[src/rtl/ssd_scan_driver.sv]
// Time-multiplexed scan driver for a 4-digit common-anode seven-segment display.
// A prescaler paces the digit slots, and the displayed value is latched once per frame.
module ssd_scan_driver #(
   parameter int REFRESH_DIV = 100000,
   parameter int DIV_WIDTH   = 17
) (
   input  logic        clk,
   input  logic        rst_n,
   input  logic        enable,
   input  logic [15:0] data_in,
   input  logic [3:0]  blank_in,
   input  logic [3:0]  dp_in,
   output logic [3:0]  ssd_anode,
   output logic [6:0]  ssd_cathode,
   output logic        ssd_dp,
   output logic        digit_tick,
   output logic        frame_start
);

   localparam logic [DIV_WIDTH-1:0] PRE_LAST = DIV_WIDTH'(REFRESH_DIV - 1);

   logic [DIV_WIDTH-1:0] pre_cnt;
   logic                 tick;
   logic                 tick_d;
   logic [1:0]           idx;
   logic [15:0]          shadow_data;
   logic [3:0]           shadow_blank;
   logic [3:0]           shadow_dp;

   logic [3:0]           nibble;
   logic                 digit_dark;
   logic [3:0]           anode_next;
   logic [6:0]           cathode_next;
   logic                 dp_next;

   assign tick = enable && (pre_cnt == PRE_LAST);

   always_ff @(posedge clk or negedge rst_n) begin
      if (!rst_n) begin
         pre_cnt <= '0;
      end else if (!enable || tick) begin
         pre_cnt <= '0;
      end else begin
         pre_cnt <= pre_cnt + 1'b1;
      end
   end

   // idx rests at 3 after reset so the first tick both loads the shadow and selects digit 0.
   always_ff @(posedge clk or negedge rst_n) begin
      if (!rst_n) begin
         idx          <= 2'd3;
         tick_d       <= 1'b0;
         shadow_data  <= '0;
         shadow_blank <= '0;
         shadow_dp    <= '0;
      end else begin
         tick_d <= tick;
         if (tick) begin
            idx <= idx + 2'd1;
            if (idx == 2'd3) begin
               shadow_data  <= data_in;
               shadow_blank <= blank_in;
               shadow_dp    <= dp_in;
            end
         end
      end
   end

   always_comb begin
      nibble       = 4'(shadow_data >> {idx, 2'b00});
      digit_dark   = shadow_blank[idx];
      anode_next   = 4'b1111;
      cathode_next = 7'h7F;
      dp_next      = 1'b1;
      if (!digit_dark) begin
         anode_next = ~(4'b0001 << idx);
         dp_next    = ~shadow_dp[idx];
         case (nibble)
            4'h0:    cathode_next = 7'h40;
            4'h1:    cathode_next = 7'h79;
            4'h2:    cathode_next = 7'h24;
            4'h3:    cathode_next = 7'h30;
            4'h4:    cathode_next = 7'h19;
            4'h5:    cathode_next = 7'h12;
            4'h6:    cathode_next = 7'h02;
            4'h7:    cathode_next = 7'h78;
            4'h8:    cathode_next = 7'h00;
            4'h9:    cathode_next = 7'h10;
            4'hA:    cathode_next = 7'h08;
            4'hB:    cathode_next = 7'h03;
            4'hC:    cathode_next = 7'h46;
            4'hD:    cathode_next = 7'h21;
            4'hE:    cathode_next = 7'h06;
            default: cathode_next = 7'h0E;
         endcase
      end
   end

   // Outputs update one clock after the tick so they reflect the freshly advanced idx and shadow.
   always_ff @(posedge clk or negedge rst_n) begin
      if (!rst_n) begin
         ssd_anode   <= 4'b1111;
         ssd_cathode <= 7'h7F;
         ssd_dp      <= 1'b1;
         digit_tick  <= 1'b0;
         frame_start <= 1'b0;
      end else if (!enable) begin
         ssd_anode   <= 4'b1111;
         ssd_cathode <= 7'h7F;
         ssd_dp      <= 1'b1;
         digit_tick  <= 1'b0;
         frame_start <= 1'b0;
      end else if (tick_d) begin
         ssd_anode   <= anode_next;
         ssd_cathode <= cathode_next;
         ssd_dp      <= dp_next;
         digit_tick  <= 1'b1;
         frame_start <= (idx == 2'd0);
      end else begin
         digit_tick  <= 1'b0;
         frame_start <= 1'b0;
      end
   end

endmodule

[config.mk]
export PLATFORM = sky130hd
export DESIGN_NAME = ssd_scan_driver
export DESIGN_NICKNAME = d
export VERILOG_FILES = /design/src/rtl/ssd_scan_driver.sv
export SDC_FILE = /design/constraint.sdc
export NUM_CORES = 1
export LEC_CHECK = 0
export ABC_AREA = 1
export BUFFER_PORTS_ARGS = -buffer_cell sky130_fd_sc_hd__buf_2
export CORE_MARGIN = 2
export CORE_UTILIZATION = 55
export CTS_CLUSTER_SIZE = 30
export DETAILED_ROUTE_END_ITERATION = 10
export PLACE_DENSITY = 0.75
export SYNTH_ARGS = -nofsm -noshare
export SYNTH_HDL_FRONTEND = slang
export SYNTH_SLANG_ARGS = --single-unit
[constraint.sdc]
create_clock -name clk -period 2.3 [get_ports clk]
set_input_delay 0.115 -clock clk [delete_from_list [all_inputs] [get_ports clk]]
set_output_delay 0.115 -clock clk [all_outputs]
set_load 0.02 [all_outputs]
==> out/results.md <==
Die
• **effective utilization at floorplan** 57.0%
• **FP Rows** 28
• **Placeable Area** 0.00596 mm2
• **Die Wd** 82.5 um
• **top-level port count** 41
• **area enclosed by the die boundary** 0.00681 mm2
• **Die Y** 82.5 um

CTS
• **maximum clock insertion buffer count** 2
• **CTS sink count** 58
• **number of buffers added to fix hold violations after cts** 1
• **post-CTS resize count** 0
• **H-tree Lvls** 3
• **root cell of the clock tree** clkbuf_8
• **clock tree from TritonCTS** built
• **# Post-CTS Setup Buffers** 0
• **Clk Latency, worst-skew pair** 0.34 ns
• **clock edge transition at the registers on the reported setup and hold paths** 0.07 ns
• **Inserted Clock Buffers** 9

Pwr
• **power per unit of standard cell area** 603 mW/mm2
• **total power** 2.37 mW
• **total leakage power** 2.11 nW
• **Max rail drop VDD** 0.000477 V

Route
• **vias per std cell** 4.94
• **Post-DRT Antenna Nets** 0
• **post-detailed-route DRC marker count** 0
• **starting DRC count in detailed routing** 135
• **overall via count from detail_route** 2905
• **final WL** 7090 um
• **number of iterations in the first detailed-routing pass** 5
• **average wire length per cell after detail routing** 12.1 um

Critical path
• **critical path fanouts, max** 16
• **critical register-to-register path startpoint** idx[0]$_DFFE_PN1P_
• **critical path arrival** 2.32 ns
• **critical setup path kind** reg -> reg
• **category of the worst setup path launch point** register
• **data required time at the worst endpoint** 2.57 ns
• **Critical Path Start** idx[0]$_DFFE_PN1P_
• **endpoint type of the worst setup path** register

Timing
• **setup repair after global routing missed its margin** no
• **Slew HR** 67.8%
• **count of final setup violators** 0
• **total count of hold-check failures in the final report** 0
• **clock period minus worst slack** 2.06 ns
• **worst-case clock skew** 0.00907 ns
• **total count of max-transition violations in the final report** 0
• **Worst Slack Setup Final** 0.244 ns
• **Fmax achieved** 486 MHz
• **transition time of the tightest slew-check pin** 0.482 ns
• **final clock period utilization by the worst path** 89.4%
• **setup_tns** 0 ns

Synth
• **number of synthesized register bits** 58
• **post-synthesis cell area** 0.00339 mm2
• **total number of yosys warnings** 0
• **cell count after synthesis** 465
• **net count after synthesis** 503
• **main area contributors after synthesis** dfrtp_1 32%, nand2_1 14%, inv_1 11%, dfstp_2 11%, nand4_1 5.2%
• **area share of the largest cell type after synthesis** 32.5%
• **syn_area_per_cell** 7.29 um2
• **leading area contributor after synthesis** dfrtp_1
• **distinct cell type count of the synthesized netlist** 32
• **sequential fraction of the synthesis area** 43.3%

Layout
• **share of the core filled with cells** 65.9%
• **antenna fix cells** 0
• **Total Nets Final** 546
• **area added between synthesis and finish** 15.8%
• **finished layout cell area** 0.00393 mm2
• **share of cells above drive strength 1** 17.7%

Worst hold path
• **worst hold-check path type** in -> reg
• **Worst Min Path Start** enable

GRT
• **Global Route Usage Sum** 23.3%
• **via count of the first global-routing pass** 2828
• **wire length of the first global-routing pass** 12000 um
• **total overflow reported by the global router** 0
• **antenna violations before repair** 0
• **largest net degree at the start of global routing** 38

Place
• **post-DP HPWL** 5100 um
• **number of buffers inserted by port buffering** 40
• **worst setup slack before clock tree synthesis** 0.292 ns
• **placed instance area** 0.00365 mm2
• **GPL Wtd Cong** 0.914

Status
• **status** complete, no violations

Job
• **count of max-cap constraint violations** 0

[sequential cells by signal (all words and copies together), names as in the netlist]
name and count:
shadow_data 16, shadow_dp 4, ssd_dp 1, frame_start 1
tick_d 1, ssd_anode 4, shadow_blank 4, ssd_cathode 7
idx 2, pre_cnt 17, digit_tick 1
[layout by cell type (no fill, tap or decap)]
cell / Yosys / routed
nand2_1: 126 / 126
inv_1: 103 / 103
dfrtp_1: 44 / 44
buf_2: 3 / 40
nor2_1: 39 / 39
nand3_1: 30 / 30
nand4_1: 28 / 28
dfstp_2: 14 / 14
a21oi_1: 12 / 12
ha_1: 11 / 11
o21ai_0: 10 / 10
clkbuf_8: 0 / 10
nor3_1: 7 / 7
inv_2: 4 / 4
xor2_1: 4 / 4
bufinv_16: 0 / 4
buf_4: 4 / 4
nand2_2: 3 / 3
o21bai_1: 2 / 2
or2_2: 2 / 2
nor3_4: 1 / 1
nor2_4: 1 / 1
nand2_4: 1 / 1
nor2_2: 1 / 1
o21ai_2: 1 / 1
nor3_2: 1 / 1
a31oi_1: 1 / 1
nor2_8: 1 / 1
and3_1: 1 / 1
nor3b_1: 1 / 1
nand3_4: 1 / 1
o21ai_1: 1 / 1
clkinv_2: 0 / 1
clkbuf_1: 5 / 1
dlygate4sd3_1: 0 / 1
buf_12: 0 / 1
[metrics by stage]
step                      std cells  hold slack [ns]
after floorplan                 465           -0.181
after global placement          571            0.101
after detailed placement        571            0.112
after CTS                       588           0.0414
after global routing            588           0.0640
final                           588           0.0549
[kinds of logic after synthesis]
family,share of synthesized area [%]
AOI/OAI and AO/OA,4.28
DFF,43.3
buffers and inverters,14.4
and+or+nand+nor,32.9
xor gates and xnor gates,1.03
adders and majority gates,4.06
[where the power goes]
group / internal [mW] / leakage [nW] / switching [mW]
Combinational: 0.0302 / 1.34 / 0.0529
Sequential: 1.03 / 0.634 / 0.00295
Clock: 0.858 / 0.134 / 0.397
[per-layer routing]
layer	GRT usage, %	routed length, um	part of all wire [%]	vias up
met5	0	0	0	-
met4	8.85	129	1.8	0
met3	7.07	308	4.3	14
met2	40.2	3500	49	76
met1	27.2	3150	44	1315
li1	-	-	-	1500
[layout make-up]
| class | count | area, um2 |
|---|---|---|
| fillers | 526 | 2030 |
| flip-flops and latches | 58 | 1470 |
| multi-input cells | 286 | 1440 |
| inverters | 107 | 402 |
| repair buffers | 46 | 260 |
| clock buffers | 11 | 141 |
| clock inverters | 5 | 125 |
| well taps | 75 | 93.8 |
[final timing paths]
kind	slack (ns)	cells past startpoint	endpoint
setup / recovery	0.24	12	ssd_cathode[0]$_DFFE_PN1P_
setup reg to reg	0.24	12	ssd_cathode[0]$_DFFE_PN1P_
max in group asynchronous	1.41	3	idx[1]$_DFFE_PN1P_
min in group asynchronous	0.27	2	shadow_blank[2]$_DFFE_PN0P_
hold / removal	0.05	3	digit_tick$_DFF_PN0_
hold reg to reg	0.46	1	pre_cnt[0]$_DFF_PN0_
[critical path, stage by stage (launching register included)]
cell and delay, ns:
dfstp_2 0.68, inv_2 0.18, nand2_1 0.09, nand3_1 0.06
nand2_1 0.18, inv_1 0.11, ha_1 0.24, inv_1 0.10
nand2_1 0.08, nand2_1 0.07, nor2_1 0.04, nor2_1 0.10
nor2_1 0.05
[cell usage after synthesis, drive strengths merged]
| cell type | n |
|---|---|
| a31oi | 1 |
| ha | 11 |
| and3 | 1 |
| nor3b | 1 |
| nor2 | 42 |
| nand2 | 130 |
| clkbuf | 5 |
| xor2 | 4 |
| nor3 | 9 |
| buf | 9 |
| inv | 107 |
| dfstp | 14 |
| o21ai | 12 |
| nand4 | 28 |
| o21bai | 2 |
| a21oi | 12 |
| dfrtp | 44 |
| or2 | 2 |
| nand3 | 31 |
(Power assumes the default switching activity.)
